$ cat src/rtl/fsd_counter_pkg.sv
// Shared digit helpers for the cascaded modulo-N counter.
package fsd_counter_pkg;

    localparam int DW = 4;

    // Loaded digits outside 0..modulus-1 saturate to the top digit value.
    function automatic logic [DW-1:0] clamp_digit(input logic [DW-1:0] val,
                                                  input int           modulus);
        logic [DW-1:0] top;
        top = DW'(modulus - 1);
        return (val >= top) ? top : val;
    endfunction

    // One step of a single digit. Explicit compares against modulus-1 keep
    // non-power-of-two moduli from relying on 4-bit overflow; an out-of-range
    // digit behaves as if it were modulus-1.
    function automatic logic [DW-1:0] digit_next(input logic [DW-1:0] d,
                                                 input logic          up,
                                                 input int            modulus);
        logic [DW-1:0] top;
        logic [DW-1:0] dc;
        top = DW'(modulus - 1);
        dc  = clamp_digit(d, modulus);
        if (up)
            return (dc == top) ? '0 : dc + DW'(1);
        else
            return (dc == '0) ? top : dc - DW'(1);
    endfunction

endpackage

$ cat src/rtl/bcd_digit_cell.sv
// One counter digit: holds its value and forwards the ripple step to the
// next more-significant digit.
module bcd_digit_cell
    import fsd_counter_pkg::*;
#(
    parameter int MODULUS = 10
) (
    input  logic          clk,
    input  logic          rst_n,
    input  logic          clear,
    input  logic          load,
    input  logic [DW-1:0] load_d,
    input  logic          step_in,
    input  logic          up,
    output logic [DW-1:0] d,
    output logic          at_max,
    output logic          at_zero,
    output logic          step_out
);

    localparam logic [DW-1:0] TOP = DW'(MODULUS - 1);

    // Out-of-range values count as the top digit so carries stay sane.
    assign at_max   = (d >= TOP);
    assign at_zero  = (d == '0);
    assign step_out = step_in & (up ? at_max : at_zero);

    // Digit register: clear beats load beats step.
    always_ff @(posedge clk or negedge rst_n) begin
        if (!rst_n)
            d <= '0;
        else if (clear)
            d <= '0;
        else if (load)
            d <= clamp_digit(load_d, MODULUS);
        else if (step_in)
            d <= digit_next(d, up, MODULUS);
    end

endmodule

$ cat src/rtl/bcd_counter_chain.sv
// Multi-digit modulo-N up/down counter with load, clear, terminal count and a
// registered wrap pulse. q drives the 7-segment decoders.
module bcd_counter_chain
    import fsd_counter_pkg::*;
#(
    parameter int DIGITS  = 4,
    parameter int MODULUS = 10
) (
    input  logic                 clk,
    input  logic                 rst_n,
    input  logic                 clear,
    input  logic                 load,
    input  logic [4*DIGITS-1:0]  load_val,
    input  logic                 en,
    input  logic                 up,
    output logic [4*DIGITS-1:0]  q,
    output logic                 tc,
    output logic                 wrap
);

    logic [DIGITS:0]   step;
    logic [DIGITS-1:0] at_max;
    logic [DIGITS-1:0] at_zero;

    assign step[0] = en;

    genvar k;
    generate
        for (k = 0; k < DIGITS; k++) begin : g_digit
            bcd_digit_cell #(
                .MODULUS (MODULUS)
            ) u_cell (
                .clk      (clk),
                .rst_n    (rst_n),
                .clear    (clear),
                .load     (load),
                .load_d   (load_val[DW*k +: DW]),
                .step_in  (step[k]),
                .up       (up),
                .d        (q[DW*k +: DW]),
                .at_max   (at_max[k]),
                .at_zero  (at_zero[k]),
                .step_out (step[k+1])
            );
        end
    endgenerate

    assign tc = en & (up ? (&at_max) : (&at_zero));

    // The carry out of the top digit is exactly a full wrap on this edge.
    always_ff @(posedge clk or negedge rst_n) begin
        if (!rst_n)
            wrap <= 1'b0;
        else if (clear || load)
            wrap <= 1'b0;
        else
            wrap <= step[DIGITS];
    end

endmodule
$ cat config.mk
export PLATFORM = sky130hd
export DESIGN_NAME = bcd_counter_chain
export DESIGN_NICKNAME = d
export VERILOG_FILES = /design/src/rtl/fsd_counter_pkg.sv /design/src/rtl/bcd_digit_cell.sv /design/src/rtl/bcd_counter_chain.sv
export SDC_FILE = /design/constraint.sdc
export NUM_CORES = 1
export LEC_CHECK = 0
export BUFFER_PORTS_ARGS = -buffer_cell sky130_fd_sc_hd__buf_4
export CORE_AREA = 3 3 74 76
export CTS_CLUSTER_SIZE = 28
export DETAILED_ROUTE_END_ITERATION = 10
export DIE_AREA = 0 0 77 79
export GPL_TIMING_DRIVEN = 0
export PLACE_DENSITY = 0.59
export SYNTH_ARGS = -nofsm -noshare
export SYNTH_HDL_FRONTEND = slang
export SYNTH_SLANG_ARGS = --single-unit
$ cat constraint.sdc
create_clock -name clk -period 5.3 [get_ports clk]
set_input_delay 0.795 -clock clk [delete_from_list [all_inputs] [get_ports clk]]
set_output_delay 0.795 -clock clk [all_outputs]
set_load 0.005 [all_outputs]
# ---- Word-level counts from Yosys, hierarchy flattened
# Cells that the tools add are included.
dict set report totals {
  register_bits 17
  out_inout_bits 18
  input_bits 22
  word_cells 83
}
dict set report classes {
  order_cmp 8
  n_eq_ne 4
  muxes 38
  n_reduce_logical 15
  bitwise_logic 5
  addsub 8
}
# operator n
set op_table {}
lappend op_table {{$mux W4} 32}
lappend op_table {{$ge A4 B4 Y1 const B} 8}
lappend op_table {{$logic_not A4 Y1} 8}
lappend op_table {{$add A4 B1 Y4 const B} 4}
lappend op_table {{$eq A4 B4 Y1 const B} 4}
lappend op_table {{$sub A4 B1 Y4 const B} 4}
lappend op_table {{$reduce_bool A3 Y1} 4}
lappend op_table {{$reduce_and A4 Y1} 2}
lappend op_table {{$mux W1} 6}
lappend op_table {{$and A1 B1 Y1} 5}
lappend op_table {{$logic_or A1 B1 Y1} 1}

# ---- Longest topological paths before layout
# Gate-level depths: netlist of the first run.
dict set report logic_depth {
  depth_word 8
  ltp_mapped 9
}

# ---- By module
# A second synthesis of the first run with hierarchy kept.
dict set report hier_totals {
  cells_unflattened 240
  area_unflattened_um2 1950.6
}
# module instances area_per_inst_um2 cells_per_inst
set by_module_without_submodules {}
lappend by_module_without_submodules {{bcd_digit_cell at g_digit[1].u_cell ...} 3 475.5 58}
lappend by_module_without_submodules {{bcd_digit_cell at g_digit[0].u_cell} 1 462.9 59}
lappend by_module_without_submodules {bcd_counter_chain 1 61.3 7}

# ---- Worst setup path after synthesis of the first run
# Ideal clock, no wire load.
dict set report synth_timing {
  kind {in2out}
  from {input port up}
  to {output port tc}
  required_ns 4.505
  t_arrival_ns 1.612
  setup_slack_ns 2.893
  path_stages 5
  path_cell_list {buf_2 > nor3_1 > nand4_1 > nor3_1 > o21a_1}
}
dict set report synth_between {
  elab_chain_len 2
}
# element line
set synth_lines {}
lappend synth_lines {{start, declared} bcd_counter_chain.sv:15} ;# input logic up,
lappend synth_lines {{$mux W1} bcd_counter_chain.sv:48} ;# assign tc = en & (up ? (&at_max) : (&at_zero));
lappend synth_lines {{$and A1 B1 Y1} bcd_counter_chain.sv:48}
lappend synth_lines {{end, declared} bcd_counter_chain.sv:17} ;# output logic tc,
# Every way passes these cells.

# ---- Worst setup path after layout of the first run
dict set report layout_timing {
  from {register g_digit[0].u_cell.d[1]}
  to {output port tc}
}
dict set report layout_between {
  elab_chain_len 4
  word_cells_on_any_way 6
  cone_classes {order compare: 1; mux: 1; bitwise: 1; reduce/logical: 3}
}
# element line
set layout_lines {}
lappend layout_lines {{start, declared} bcd_digit_cell.sv:15} ;# output logic [DW-1:0] d,
lappend layout_lines {{start signal, assigned} bcd_digit_cell.sv:35} ;# d <= clamp_digit(load_d, MODULUS);
lappend layout_lines {{start signal, assigned} bcd_digit_cell.sv:37} ;# d <= digit_next(d, up, MODULUS);
lappend layout_lines {{$ge A4 B4 Y1 / $logic_not A4 Y1 (equally long branches)} {bcd_digit_cell.sv:24, bcd_digit_cell.sv:25}}
lappend layout_lines {{$reduce_and A4 Y1} bcd_counter_chain.sv:48}
lappend layout_lines {{$mux W1 *} bcd_counter_chain.sv:48}
lappend layout_lines {{$and A1 B1 Y1 *} bcd_counter_chain.sv:48}
# Every way passes the cells marked *; elsewhere a longest branch is shown, timed or not.

==> metrics.txt, run 1 <==
# TYPE chip_impl_metric gauge
chip_impl_info{name="outcome",value="complete, no violations"} 1
chip_impl_metric{name="synth_async_sr_flop_share",unit="%"} 100
chip_impl_metric{name="post_cts_repair_setup_buffers",unit=""} 0
chip_impl_metric{name="dpl_cell_area",unit="µm²"} 2020
chip_impl_metric{name="cellPowerDensity",unit="nW/µm²"} 192
chip_impl_metric{name="wire_length_after_detailed_routing",unit="µm"} 4710
chip_impl_metric{name="drt.antenna.violating_nets",unit=""} 0
chip_impl_metric{name="grt_pass1_wl",unit="µm"} 8200
chip_impl_metric{name="critPathMaxFanout",unit=""} 9
chip_impl_metric{name="globalRoute.totalOverflow",unit=""} 0
chip_impl_info{name="critical_path.cell_chain",value="nor3_2, nand4_1, nor3_1, o21a_1, buf_4"} 1
chip_impl_info{name="timing.hold.worst.class",value="in -> async"} 1
chip_impl_metric{name="insertion_delay",unit="ns"} 0.26
chip_impl_metric{name="start_util",unit="%"} 34.6
chip_impl_metric{name="dr.pass1.iters",unit=""} 4
chip_impl_metric{name="max_slew.worst_pin.slew",unit="ns"} 0.606
chip_impl_metric{name="synthDominantCellAreaShare",unit="%"} 25.7
chip_impl_metric{name="placedCellCount",unit=""} 316
chip_impl_metric{name="post-route-period-util",unit="%"} 48.9
chip_impl_metric{name="mappedNetlistArea",unit="µm²"} 1650
chip_impl_metric{name="finalWeightedCongestion",unit=""} 0.883
chip_impl_metric{name="yosysUniqueCellTypes",unit=""} 54
chip_impl_metric{name="globalRouteTotalUtil",unit="%"} 16.6
chip_impl_info{name="start_kind",value="flip-flop"} 1
chip_impl_info{name="synth_top_area_cell",value="dfrtp_1"} 1
chip_impl_info{name="crit-reg2reg-launch",value="g_digit[3].u_cell.d[0]"} 1
chip_impl_metric{name="first_iter_violations",unit=""} 132
chip_impl_metric{name="slowest_delay",unit="ns"} 0.49
chip_impl_metric{name="cts-hold-fix-buffers",unit=""} 0
chip_impl_info{name="r2r_end",value="g_digit[3].u_cell.d[3]"} 1
chip_impl_info{name="postSynth.topFlopCell",value="dfrtp_1"} 1
chip_impl_metric{name="fp.dieH",unit="µm"} 79
chip_impl_metric{name="nets",unit=""} 280
chip_impl_metric{name="irDropWorstVdd",unit="mV"} 0.101
chip_impl_info{name="critical_path.slowest_cell",value="dfrtp_1"} 1
chip_impl_info{name="synth.top_cells.by_count",value="nor2_1, nand2_1, dfrtp_1"} 1
chip_impl_metric{name="via_count_of_the_first_global_routing_pass",unit=""} 1661
chip_impl_metric{name="finalClockSkew",unit="ns"} 0.00720
chip_impl_metric{name="clk_path_buf_depth",unit=""} 2
chip_impl_metric{name="worst-endpoint-required",unit="ns"} 4.51
chip_impl_metric{name="placementRows",unit=""} 25
chip_impl_metric{name="syn-instance-count",unit=""} 211
chip_impl_metric{name="clock_buffer_count_from_cts",unit=""} 3
chip_impl_info{name="tritoncts",value="yes"} 1
chip_impl_info{name="grt_setup_unrepaired",value="no"} 1
chip_impl_metric{name="synth-seq-cells",unit=""} 17
chip_impl_metric{name="register_area",unit="µm²"} 425
chip_impl_metric{name="maxCapViolations",unit=""} 0
chip_impl_metric{name="instances_no_fill",unit=""} 320
chip_impl_info{name="cts_root_buffer",value="clkbuf_8"} 1
chip_impl_metric{name="floorplan.core_area",unit="µm²"} 4790
chip_impl_info{name="end_kind",value="output pin"} 1
chip_impl_metric{name="htreeDepth",unit=""} 1
chip_impl_metric{name="layout_min_cycle_time",unit="ns"} 2.59
chip_impl_metric{name="max_freq",unit="MHz"} 386
chip_impl_metric{name="maxSlewViolCount",unit=""} 0
chip_impl_metric{name="vias_per_cell",unit=""} 5.39
chip_impl_metric{name="ys.warnings.count",unit=""} 0
chip_impl_metric{name="final_layout_size_suffix_gt1_share",unit="%"} 24.9
chip_impl_metric{name="hpwl",unit="µm"} 3450
chip_impl_info{name="synth_most_common_cell",value="nor2_1"} 1
chip_impl_metric{name="vias",unit=""} 1724
chip_impl_metric{name="data_arrival_time_of_the_worst_path",unit="ns"} 1.80
chip_impl_metric{name="timing.reg2reg.worst_path_depth",unit=""} 9
chip_impl_metric{name="clkTransAtPathRegs",unit="ns"} 0.08
chip_impl_metric{name="synthesis.nets",unit=""} 237
chip_impl_metric{name="ys_seq_area_share",unit="%"} 25.7
chip_impl_metric{name="width_of_the_die",unit="µm"} 77
chip_impl_metric{name="largest_net_degree_at_the_start_of_global_routing",unit=""} 18
chip_impl_metric{name="hold_viol",unit=""} 0
chip_impl_metric{name="post_synth_edffs",unit=""} 0
chip_impl_metric{name="antenna_found_initial",unit=""} 0
chip_impl_metric{name="slew_headroom",unit="%"} 59.6
chip_impl_info{name="timing.setup.critical_path_class",value="reg -> out"} 1
chip_impl_metric{name="post_cts_resized",unit=""} 0
chip_impl_metric{name="cts_num_sinks",unit=""} 17
chip_impl_metric{name="design.die.area",unit="µm²"} 6080
chip_impl_metric{name="antenna-diode-count",unit=""} 0
chip_impl_metric{name="layout-area-overhead-vs-synth",unit="%"} 25.0
chip_impl_info{name="synthTopCellsByArea",value="dfrtp_1, nor2_1, o21ai_0, nand2_1, mux2i_1"} 1
chip_impl_metric{name="io_pins",unit=""} 40
chip_impl_metric{name="multi_input_area",unit="µm²"} 1120
chip_impl_metric{name="buffer_ports.inserted",unit=""} 38
chip_impl_metric{name="power.leakage",unit="µW"} 0.000826
chip_impl_metric{name="final_area",unit="µm²"} 2070
chip_impl_metric{name="fin_setup_tns",unit="ns"} 0
chip_impl_metric{name="regToRegSetupSlack",unit="ns"} 3.03
chip_impl_metric{name="drc_markers",unit=""} 0
chip_impl_metric{name="postSynthAreaPerCell",unit="µm²"} 7.84
chip_impl_metric{name="avgRoutedWirePerCell",unit="µm"} 14.7
chip_impl_metric{name="finalSetupViolations",unit=""} 0
chip_impl_metric{name="nFillCells",unit=""} 509
cell type report:
type | instances | area share (%)
inverter | 7 | 1.27
clock buffer | 4 | 2.18
sequential | 17 | 20.6
tap | 67 | 4.05
buffer | 19 | 4.05
multi-input combinational | 168 | 54.1
timing repair buffer | 38 | 13.8
worst max-delay path by stage:
stage	endpoint	cells past startpoint	startpoint	slack [ns]
after CTS	tc	6	g_digit[2].u_cell.d[3]	2.68
after floorplan	tc	5	up	2.89
after global routing	tc	6	g_digit[2].u_cell.d[3]	2.47
final	tc	5	g_digit[0].u_cell.d[1]	2.71
after detailed placement	tc	6	up	2.72
after global placement	tc	6	up	2.68
layer usage:
layer / GRT usage (%) / vias to the layer above / share of wire (%) / wire (µm)
li1: - / 865 / - / -
met1: 22.9 / 811 / 46 / 2190
met2: 26.5 / 43 / 47 / 2220
met3: 3.29 / 5 / 5.4 / 254
met4: 4.45 / 0 / 1.0 / 48
met5: 0 / - / 0 / 0
critical path, delay by kind of cell, from the launching register on:
kind / cells / cell delay, ns
flip-flops: 1 / 0.49
AND/OR/NAND/NOR: 3 / 0.78
buffers and inverters: 1 / 0.11
AO/OA/AOI/OAI: 1 / 0.16
kinds of logic after synthesis:
| group | count (synthesis) | synth area share (%) |
|---|---|---|
| compound gates | 72 | 33.2 |
| xor+xnor | 2 | 1.06 |
| fa+ha+maj | 4 | 3.03 |
| buf+inv | 26 | 6.66 |
| flops | 17 | 25.7 |
| mux | 7 | 4.24 |
| simple gates | 83 | 26.1 |
sequential cells by signal, indices dropped and copies added (netlist names):
| name | cells |
|---|---|
| wrap | 1 |
| g_digit.u_cell.d | 16 |
metrics by stage:
step | power (µW) | setup slack (ns) | util (%) | hold slack (ns)
after CTS | 405 | 2.68 | 43.2 | 0.393
after floorplan | 244 | 2.89 | - | 0.499
final | 398 | 2.71 | 43.2 | 0.389
after global placement | 296 | 2.68 | 42.3 | 0.632
after detailed placement | 297 | 2.72 | 42.3 | 0.640
after global routing | 429 | 2.47 | 43.2 | 0.394
power by group:
| part | switching (µW) | internal [µW] | leakage (µW) |
|---|---|---|---|
| registers | 10.2 | 138 | 0.000225 |
| clock network | 49.8 | 53.5 | 0.0000228 |
| logic | 79.2 | 67.0 | 0.000579 |
placed cells by master, fill, tap and decap left out, types with 3 or more instances in the layout:
| cell type | instances |
|---|---|
| nand2_1 | 19 |
| nor2_1 | 24 |
| nor3b_1 | 3 |
| o21ai_0 | 15 |
| inv_1 | 7 |
| nand4_1 | 3 |
| buf_2 | 9 |
| nor3_1 | 8 |
| buf_4 | 38 |
| o21ai_1 | 3 |
| clkbuf_8 | 3 |
| o22ai_1 | 3 |
| dfrtp_1 | 17 |
| a211oi_1 | 7 |
| clkbuf_1 | 9 |
| mux2i_1 | 7 |
| a21oi_1 | 9 |
| o21bai_1 | 3 |
| ha_1 | 4 |
| a31oi_1 | 3 |
| a221oi_1 | 3 |
| nand3_1 | 3 |
| or3_1 | 3 |
| o31a_1 | 5 |
| nand2b_1 | 7 |
Power figures use the tool's default switching activity.
==> run 2, diff against run 1 <==
Settings changed: PLACE_DENSITY 0.59 to 0.61.
Clock period 5.3 ns to 2.1 ns, I/O delays scaled along.
==> metrics.txt, run 2 (synthesis results as in run 1) <==
# TYPE chip_impl_metric gauge
chip_impl_info{name="outcome",value="complete, no violations"} 1
chip_impl_metric{name="finalWeightedCongestion",unit=""} 0.855
chip_impl_metric{name="final_layout_size_suffix_gt1_share",unit="%"} 35.7
chip_impl_info{name="timing.setup.critical_path_class",value="reg -> out"} 1
chip_impl_metric{name="clock_buffer_count_from_cts",unit=""} 3
chip_impl_metric{name="number_of_flip_flops_in_the_largest_register",unit=""} 16
chip_impl_metric{name="finalSetupViolations",unit=""} 0
chip_impl_metric{name="hpwl",unit="µm"} 3430
chip_impl_metric{name="grt_pass1_wl",unit="µm"} 7930
chip_impl_metric{name="timing.critical_path.buf_inv",unit=""} 2
chip_impl_metric{name="nFillCells",unit=""} 477
chip_impl_metric{name="design.die.area",unit="µm²"} 6080
chip_impl_info{name="tritoncts",value="yes"} 1
chip_impl_info{name="timing.hold.worst.class",value="in -> reg"} 1
chip_impl_info{name="mostFrequentLayoutCell",value="buf_4"} 1
chip_impl_metric{name="drc_markers",unit=""} 0
chip_impl_metric{name="globalRoute.totalOverflow",unit=""} 0
chip_impl_metric{name="layout_min_cycle_time",unit="ns"} 2.04
chip_impl_info{name="registers.top_by_ff_count",value="g_digit.u_cell.d"} 1
chip_impl_metric{name="post-route-period-util",unit="%"} 97.0
chip_impl_metric{name="vias",unit=""} 1811
chip_impl_info{name="critical_path.cell_chain",value="buf_6, o31a_4, nand4_1, nor2_1, o21a_1, buf_4"} 1
chip_impl_metric{name="largest_net_degree_at_the_start_of_global_routing",unit=""} 18
chip_impl_info{name="critical_path.slowest_cell",value="dfrtp_1"} 1
chip_impl_info{name="worst_path_dominant_cell_family",value="compound AO/OA/AOI/OAI gates"} 1
chip_impl_metric{name="cellPowerDensity",unit="nW/µm²"} 474
chip_impl_metric{name="wire_length_after_detailed_routing",unit="µm"} 4990
chip_impl_metric{name="hold_viol",unit=""} 0
chip_impl_metric{name="first_iter_violations",unit=""} 167
chip_impl_metric{name="dr.pass1.iters",unit=""} 4
chip_impl_metric{name="critPathMaxFanout",unit=""} 6
chip_impl_info{name="start_kind",value="flip-flop"} 1
chip_impl_metric{name="htreeDepth",unit=""} 1
chip_impl_metric{name="floorplan.core_area",unit="µm²"} 4790
chip_impl_metric{name="start_util",unit="%"} 34.6
chip_impl_info{name="grt.busiest_layer",value="met2"} 1
chip_impl_metric{name="maxSlewViolCount",unit=""} 0
chip_impl_metric{name="avgRoutedWirePerCell",unit="µm"} 15.0
chip_impl_metric{name="nets",unit=""} 293
chip_impl_metric{name="cts_num_sinks",unit=""} 17
chip_impl_metric{name="globalRouteTotalUtil",unit="%"} 16.0
chip_impl_metric{name="slowest_delay",unit="ns"} 0.39
chip_impl_metric{name="placementRows",unit=""} 25
chip_impl_metric{name="io_pins",unit=""} 40
chip_impl_metric{name="max_slew.worst_pin.slew",unit="ns"} 0.574
chip_impl_metric{name="via_count_of_the_first_global_routing_pass",unit=""} 1636
chip_impl_metric{name="finalClockSkew",unit="ns"} 0.00242
chip_impl_metric{name="buffer_ports.inserted",unit=""} 38
chip_impl_metric{name="clkTransAtPathRegs",unit="ns"} 0.08
chip_impl_metric{name="maxCapViolations",unit=""} 0
chip_impl_metric{name="insertion_delay",unit="ns"} 0.26
chip_impl_metric{name="vias_per_cell",unit=""} 5.44
chip_impl_metric{name="use_met1",unit="%"} 21.7
chip_impl_info{name="grt_setup_unrepaired",value="yes"} 1
chip_impl_metric{name="irDropWorstVdd",unit="mV"} 0.372
chip_impl_metric{name="max_freq",unit="MHz"} 491
chip_impl_metric{name="layout-area-overhead-vs-synth",unit="%"} 38.5
chip_impl_metric{name="fin_setup_tns",unit="ns"} 0
chip_impl_info{name="largest_registers",value="g_digit.u_cell.d: 16 flops, wrap: 1 flops"} 1
chip_impl_metric{name="antenna_found_initial",unit=""} 0
chip_impl_metric{name="data_arrival_time_of_the_worst_path",unit="ns"} 1.72
chip_impl_info{name="cts_root_buffer",value="clkbuf_8"} 1
chip_impl_metric{name="clk_path_buf_depth",unit=""} 2
chip_impl_info{name="end_kind",value="output pin"} 1
chip_impl_info{name="layout.cells.most_common_list",value="buf_4, nor2_1, nand2_1, o21ai_0, dfrtp_1"} 1
chip_impl_metric{name="groute.layer.met3.usage",unit="%"} 3.51
chip_impl_metric{name="grt_util_met2",unit="%"} 26.5
chip_impl_metric{name="slew_headroom",unit="%"} 61.7
chip_impl_metric{name="width_of_the_die",unit="µm"} 77
chip_impl_metric{name="hold-worst-slack",unit="ns"} 0.298
chip_impl_metric{name="antenna-diode-count",unit=""} 0
chip_impl_metric{name="post-route-util",unit="%"} 47.9
chip_impl_metric{name="drt.antenna.violating_nets",unit=""} 0
chip_impl_metric{name="worst-endpoint-required",unit="ns"} 1.78
chip_impl_metric{name="fp.dieH",unit="µm"} 79
chip_impl_metric{name="power.leakage",unit="µW"} 0.000906
==> run 2: path summary, 6_finish.rpt <==
path | start | end | slack (ns) | depth (start not counted)
worst max-delay path | g_digit[1].u_cell.d[0] | tc | 0.06 | 6
worst min-delay path | load_val[9] | g_digit[2].u_cell.d[1] | 0.30 | 3
worst max register to register | g_digit[3].u_cell.d[1] | g_digit[3].u_cell.d[3] | 0.07 | 9
worst min register to register | g_digit[3].u_cell.d[1] | g_digit[3].u_cell.d[1] | 0.63 | 2
max in group asynchronous | rst_n | g_digit[3].u_cell.d[1] | 1.42 | 2
min in group asynchronous | rst_n | g_digit[1].u_cell.d[3] | 0.47 | 2
==> run 2: final cells by class <==
class                           count  area, µm²  area share, %
Sequential cell                    17        432           18.8
Timing Repair Buffer               52        393           17.1
Multi-Input combinational cell    168       1210           53.0
Tap cell                           67       83.8           3.66
Clock buffer                        4       45.0           1.97
Buffer                             18       97.6           4.26
Inverter                            7       26.3           1.15
==> run 2: per-layer routing <==
metal	part of all wire, %	wire length [µm]
met1	45	2250
met2	48	2410
met3	6.1	306
met4	0.46	23
met5	0	0
==> run 2: per-stage QoR <==
step / instances / instance area, µm² / setup WS (ns) / total power [µW]
floorplan: 211 / 1650 / 0.0865 / 616
global placement: 316 / 2020 / -0.107 / 745
detailed placement: 316 / 2020 / -0.130 / 748
CTS: 323 / 2120 / 0.00585 / 1040
global route: 333 / 2290 / -0.0308 / 1160
finish: 333 / 2290 / 0.0626 / 1090
==> run 2: report_power, final <==
| part | total [µW] | internal [µW] | leakage (µW) | switching, µW |
|---|---|---|---|---|
| Sequential | 379 | 349 | 0.000217 | 30.1 |
| Clock | 266 | 135 | 0.0000228 | 131 |
| Combinational | 442 | 223 | 0.000666 | 218 |
==> run 2: repair_timing <==
| item | in CTS | in global routing |
|---|---|---|
| buffers inserted | 2 | 11 |
| endpoints found under the hold margin | 17 | 0 |
| setup endpoints to repair | 4 | 10 |
| pin swaps | 2 | 16 |
| hold buffers | 1 | 0 |
| resized for setup | 8 | 28 |
==> run 2: worst reg2reg max path: stages, from the launching register on <==
cell	delay, ns
dfrtp_2	0.45
or3_4	0.41
and2_4	0.19
nor2_4	0.11
ha_4	0.16
o21ba_2	0.15
o21ai_0	0.14
a21o_1	0.13
nand3_1	0.09
o311ai_2	0.09
==> run 3, diff against run 2 <==
Settings changed: BUFFER_PORTS_ARGS -buffer_cell sky130_fd_sc_hd__buf_4 to not set, DONT_BUFFER_PORTS set to 1, PLACE_DENSITY 0.61 to 0.54.
==> metrics.txt, run 3 (synthesis results as in run 1) <==
# TYPE chip_impl_metric gauge
chip_impl_metric{name="dr.pass1.iters",unit=""} 4
chip_impl_metric{name="design.die.area",unit="µm²"} 6080
chip_impl_metric{name="antenna-diode-count",unit=""} 0
chip_impl_metric{name="placementRows",unit=""} 25
chip_impl_metric{name="dpl_cell_area",unit="µm²"} 1740
chip_impl_metric{name="grt_pass1_wl",unit="µm"} 8450
chip_impl_metric{name="data_arrival_time_of_the_worst_path",unit="ns"} 1.76
chip_impl_metric{name="vias_per_cell",unit=""} 5.54
chip_impl_metric{name="drt.antenna.violating_nets",unit=""} 0
chip_impl_metric{name="floorplan.core_area",unit="µm²"} 4790
chip_impl_metric{name="placement.setup.worst_slack",unit="ns"} -0.137
chip_impl_metric{name="final_area",unit="µm²"} 2090
chip_impl_metric{name="final_layout_size_suffix_gt1_share",unit="%"} 28.7
chip_impl_info{name="cts_root_buffer",value="clkbuf_8"} 1
chip_impl_metric{name="globalRouteTotalUtil",unit="%"} 17.2
chip_impl_info{name="registers.top_by_ff_count",value="g_digit.u_cell.d"} 1
chip_impl_metric{name="maxCapViolations",unit=""} 0
chip_impl_metric{name="vias",unit=""} 1684
chip_impl_info{name="critical_path.cell_chain",value="buf_6, o31a_1, buf_4, nand4_1, nor2_1, o21a_1"} 1
chip_impl_info{name="timing.setup.critical_path_class",value="reg -> out"} 1
chip_impl_metric{name="clock_buffer_count_from_cts",unit=""} 3
chip_impl_info{name="layout.cells.most_common_list",value="buf_4, nor2_1, nand2_1, dfrtp_1, o21ai_0"} 1
chip_impl_metric{name="fp.dieH",unit="µm"} 79
chip_impl_metric{name="slowest_delay",unit="ns"} 0.41
chip_impl_metric{name="regToRegSetupSlack",unit="ns"} 0.04
chip_impl_metric{name="number_of_flip_flops_in_the_largest_register",unit=""} 16
chip_impl_metric{name="io_pins",unit=""} 40
chip_impl_metric{name="layout_min_cycle_time",unit="ns"} 2.08
chip_impl_metric{name="avgRoutedWirePerCell",unit="µm"} 17.1
chip_impl_metric{name="wire_length_after_detailed_routing",unit="µm"} 5190
chip_impl_metric{name="cellPowerDensity",unit="nW/µm²"} 510
chip_impl_metric{name="cts_num_sinks",unit=""} 17
chip_impl_metric{name="maxSlewViolCount",unit=""} 0
chip_impl_metric{name="power.total",unit="µW"} 1070
chip_impl_metric{name="first_iter_violations",unit=""} 149
chip_impl_metric{name="critPathMaxFanout",unit=""} 6
chip_impl_info{name="outcome",value="complete, no violations"} 1
chip_impl_metric{name="clk_path_buf_depth",unit=""} 2
chip_impl_info{name="end_kind",value="output pin"} 1
chip_impl_metric{name="globalRoute.totalOverflow",unit=""} 0
chip_impl_metric{name="htreeDepth",unit=""} 1
chip_impl_metric{name="buffer_ports.inserted",unit=""} 0
chip_impl_metric{name="drc_markers",unit=""} 0
chip_impl_metric{name="post-route-util",unit="%"} 43.7
chip_impl_metric{name="layout-area-overhead-vs-synth",unit="%"} 26.5
chip_impl_metric{name="start_util",unit="%"} 34.6
chip_impl_metric{name="antenna_found_initial",unit=""} 0
chip_impl_info{name="start_kind",value="flip-flop"} 1
chip_impl_metric{name="power.leakage",unit="µW"} 0.000766
chip_impl_metric{name="finalSetupViolations",unit=""} 0
chip_impl_info{name="tritoncts",value="yes"} 1
chip_impl_info{name="largest_registers",value="g_digit.u_cell.d: 16 flops, wrap: 1 flops"} 1
chip_impl_metric{name="instances_no_fill",unit=""} 304
chip_impl_metric{name="finalWeightedCongestion",unit=""} 0.874
chip_impl_metric{name="slew_headroom",unit="%"} 41.3
chip_impl_metric{name="max_freq",unit="MHz"} 481
chip_impl_metric{name="timing.critical_path.buf_inv",unit=""} 2
chip_impl_metric{name="post-route-period-util",unit="%"} 98.9
chip_impl_metric{name="via_count_of_the_first_global_routing_pass",unit=""} 1614
chip_impl_info{name="grt_setup_unrepaired",value="yes"} 1
chip_impl_metric{name="hold_viol",unit=""} 0
chip_impl_info{name="worst_path_dominant_cell_family",value="compound AO/OA/AOI/OAI gates"} 1
chip_impl_info{name="critical_path.slowest_cell",value="dfrtp_1"} 1
chip_impl_metric{name="hpwl",unit="µm"} 3500
chip_impl_metric{name="largest_net_degree_at_the_start_of_global_routing",unit=""} 18
chip_impl_metric{name="worst-endpoint-required",unit="ns"} 1.78
chip_impl_metric{name="nets",unit=""} 264
chip_impl_metric{name="multi_input_area",unit="µm²"} 1220
chip_impl_metric{name="irDropWorstVdd",unit="mV"} 0.206
chip_impl_metric{name="nFillCells",unit=""} 459
chip_impl_metric{name="final_critical_path_setup_slack",unit="ns"} 0.0231
chip_impl_metric{name="finalClockSkew",unit="ns"} 0.0101
chip_impl_metric{name="width_of_the_die",unit="µm"} 77
chip_impl_metric{name="clkTransAtPathRegs",unit="ns"} 0.09
chip_impl_info{name="timing.hold.worst.class",value="in -> reg"} 1
chip_impl_metric{name="register_area",unit="µm²"} 430
chip_impl_metric{name="insertion_delay",unit="ns"} 0.27
chip_impl_metric{name="max_slew.worst_pin.slew",unit="ns"} 0.877
chip_impl_metric{name="placedCellCount",unit=""} 278
chip_impl_info{name="mostFrequentLayoutCell",value="buf_4"} 1
[run 3: final timing paths]
| check | startpoint | endpoint | cells after the start |
|---|---|---|---|
| setup / recovery | g_digit[2].u_cell.d[0] | tc | 6 |
| hold / removal | load_val[9] | g_digit[2].u_cell.d[1] | 2 |
| setup reg to reg | g_digit[2].u_cell.d[0] | g_digit[2].u_cell.d[3] | 9 |
| hold reg to reg | g_digit[3].u_cell.d[1] | g_digit[3].u_cell.d[1] | 2 |
| max in group asynchronous | rst_n | g_digit[0].u_cell.d[2] | 1 |
| min in group asynchronous | rst_n | g_digit[3].u_cell.d[1] | 1 |
[run 3: timing repair]
item	CTS	global route
endpoints found under the hold margin	17	0
endpoints found under the setup margin	4	10
pin swaps	1	17
setup buffers	1	20
gates resized for setup	6	43
hold buffers	1	0
[run 3: final cells by class]
| cell class | count | area share (%) |
|---|---|---|
| sequential | 17 | 20.6 |
| inverter | 7 | 1.26 |
| buffer | 19 | 5.80 |
| clock buffer | 3 | 1.97 |
| multi-input combinational | 168 | 58.1 |
| clock inverter | 1 | 0.239 |
| timing repair buffer | 22 | 8.01 |
| tap | 67 | 4.01 |
[run 3: worst reg2reg max path: cells and delay by family, from the launching register on]
| kind | cells | cell delay [ns] |
|---|---|---|
| adder cells (fa/ha/maj) | 1 | 0.22 |
| multiplexers | 1 | 0.10 |
| flip-flops | 1 | 0.41 |
| AND/OR/NAND/NOR | 1 | 0.16 |
| buffers and inverters | 1 | 0.14 |
| AO/OA/AOI/OAI | 5 | 0.94 |
[run 3: metal layers]
layer,global-route usage (%),wire (µm)
met5,0,0
met1,23.4,2400
met4,6.23,74
met3,3.63,282
met2,26.9,2430
[run 3: report_power, final]
group / switching, µW / total [µW] / leakage [µW] / internal (µW)
Sequential: 34.2 / 384 / 0.000219 / 349
Clock: 145 / 278 / 0.0000255 / 133
Combinational: 208 / 405 / 0.000522 / 197
[run 3: per-stage QoR]
stage,setup TNS [ns],hold slack [ns]
final,0,0.159
after global routing,-0.207,0.180
after CTS,0,0.161
after detailed placement,-0.260,0.0201
after global placement,-0.235,0.0202
after floorplan,0,0.0194
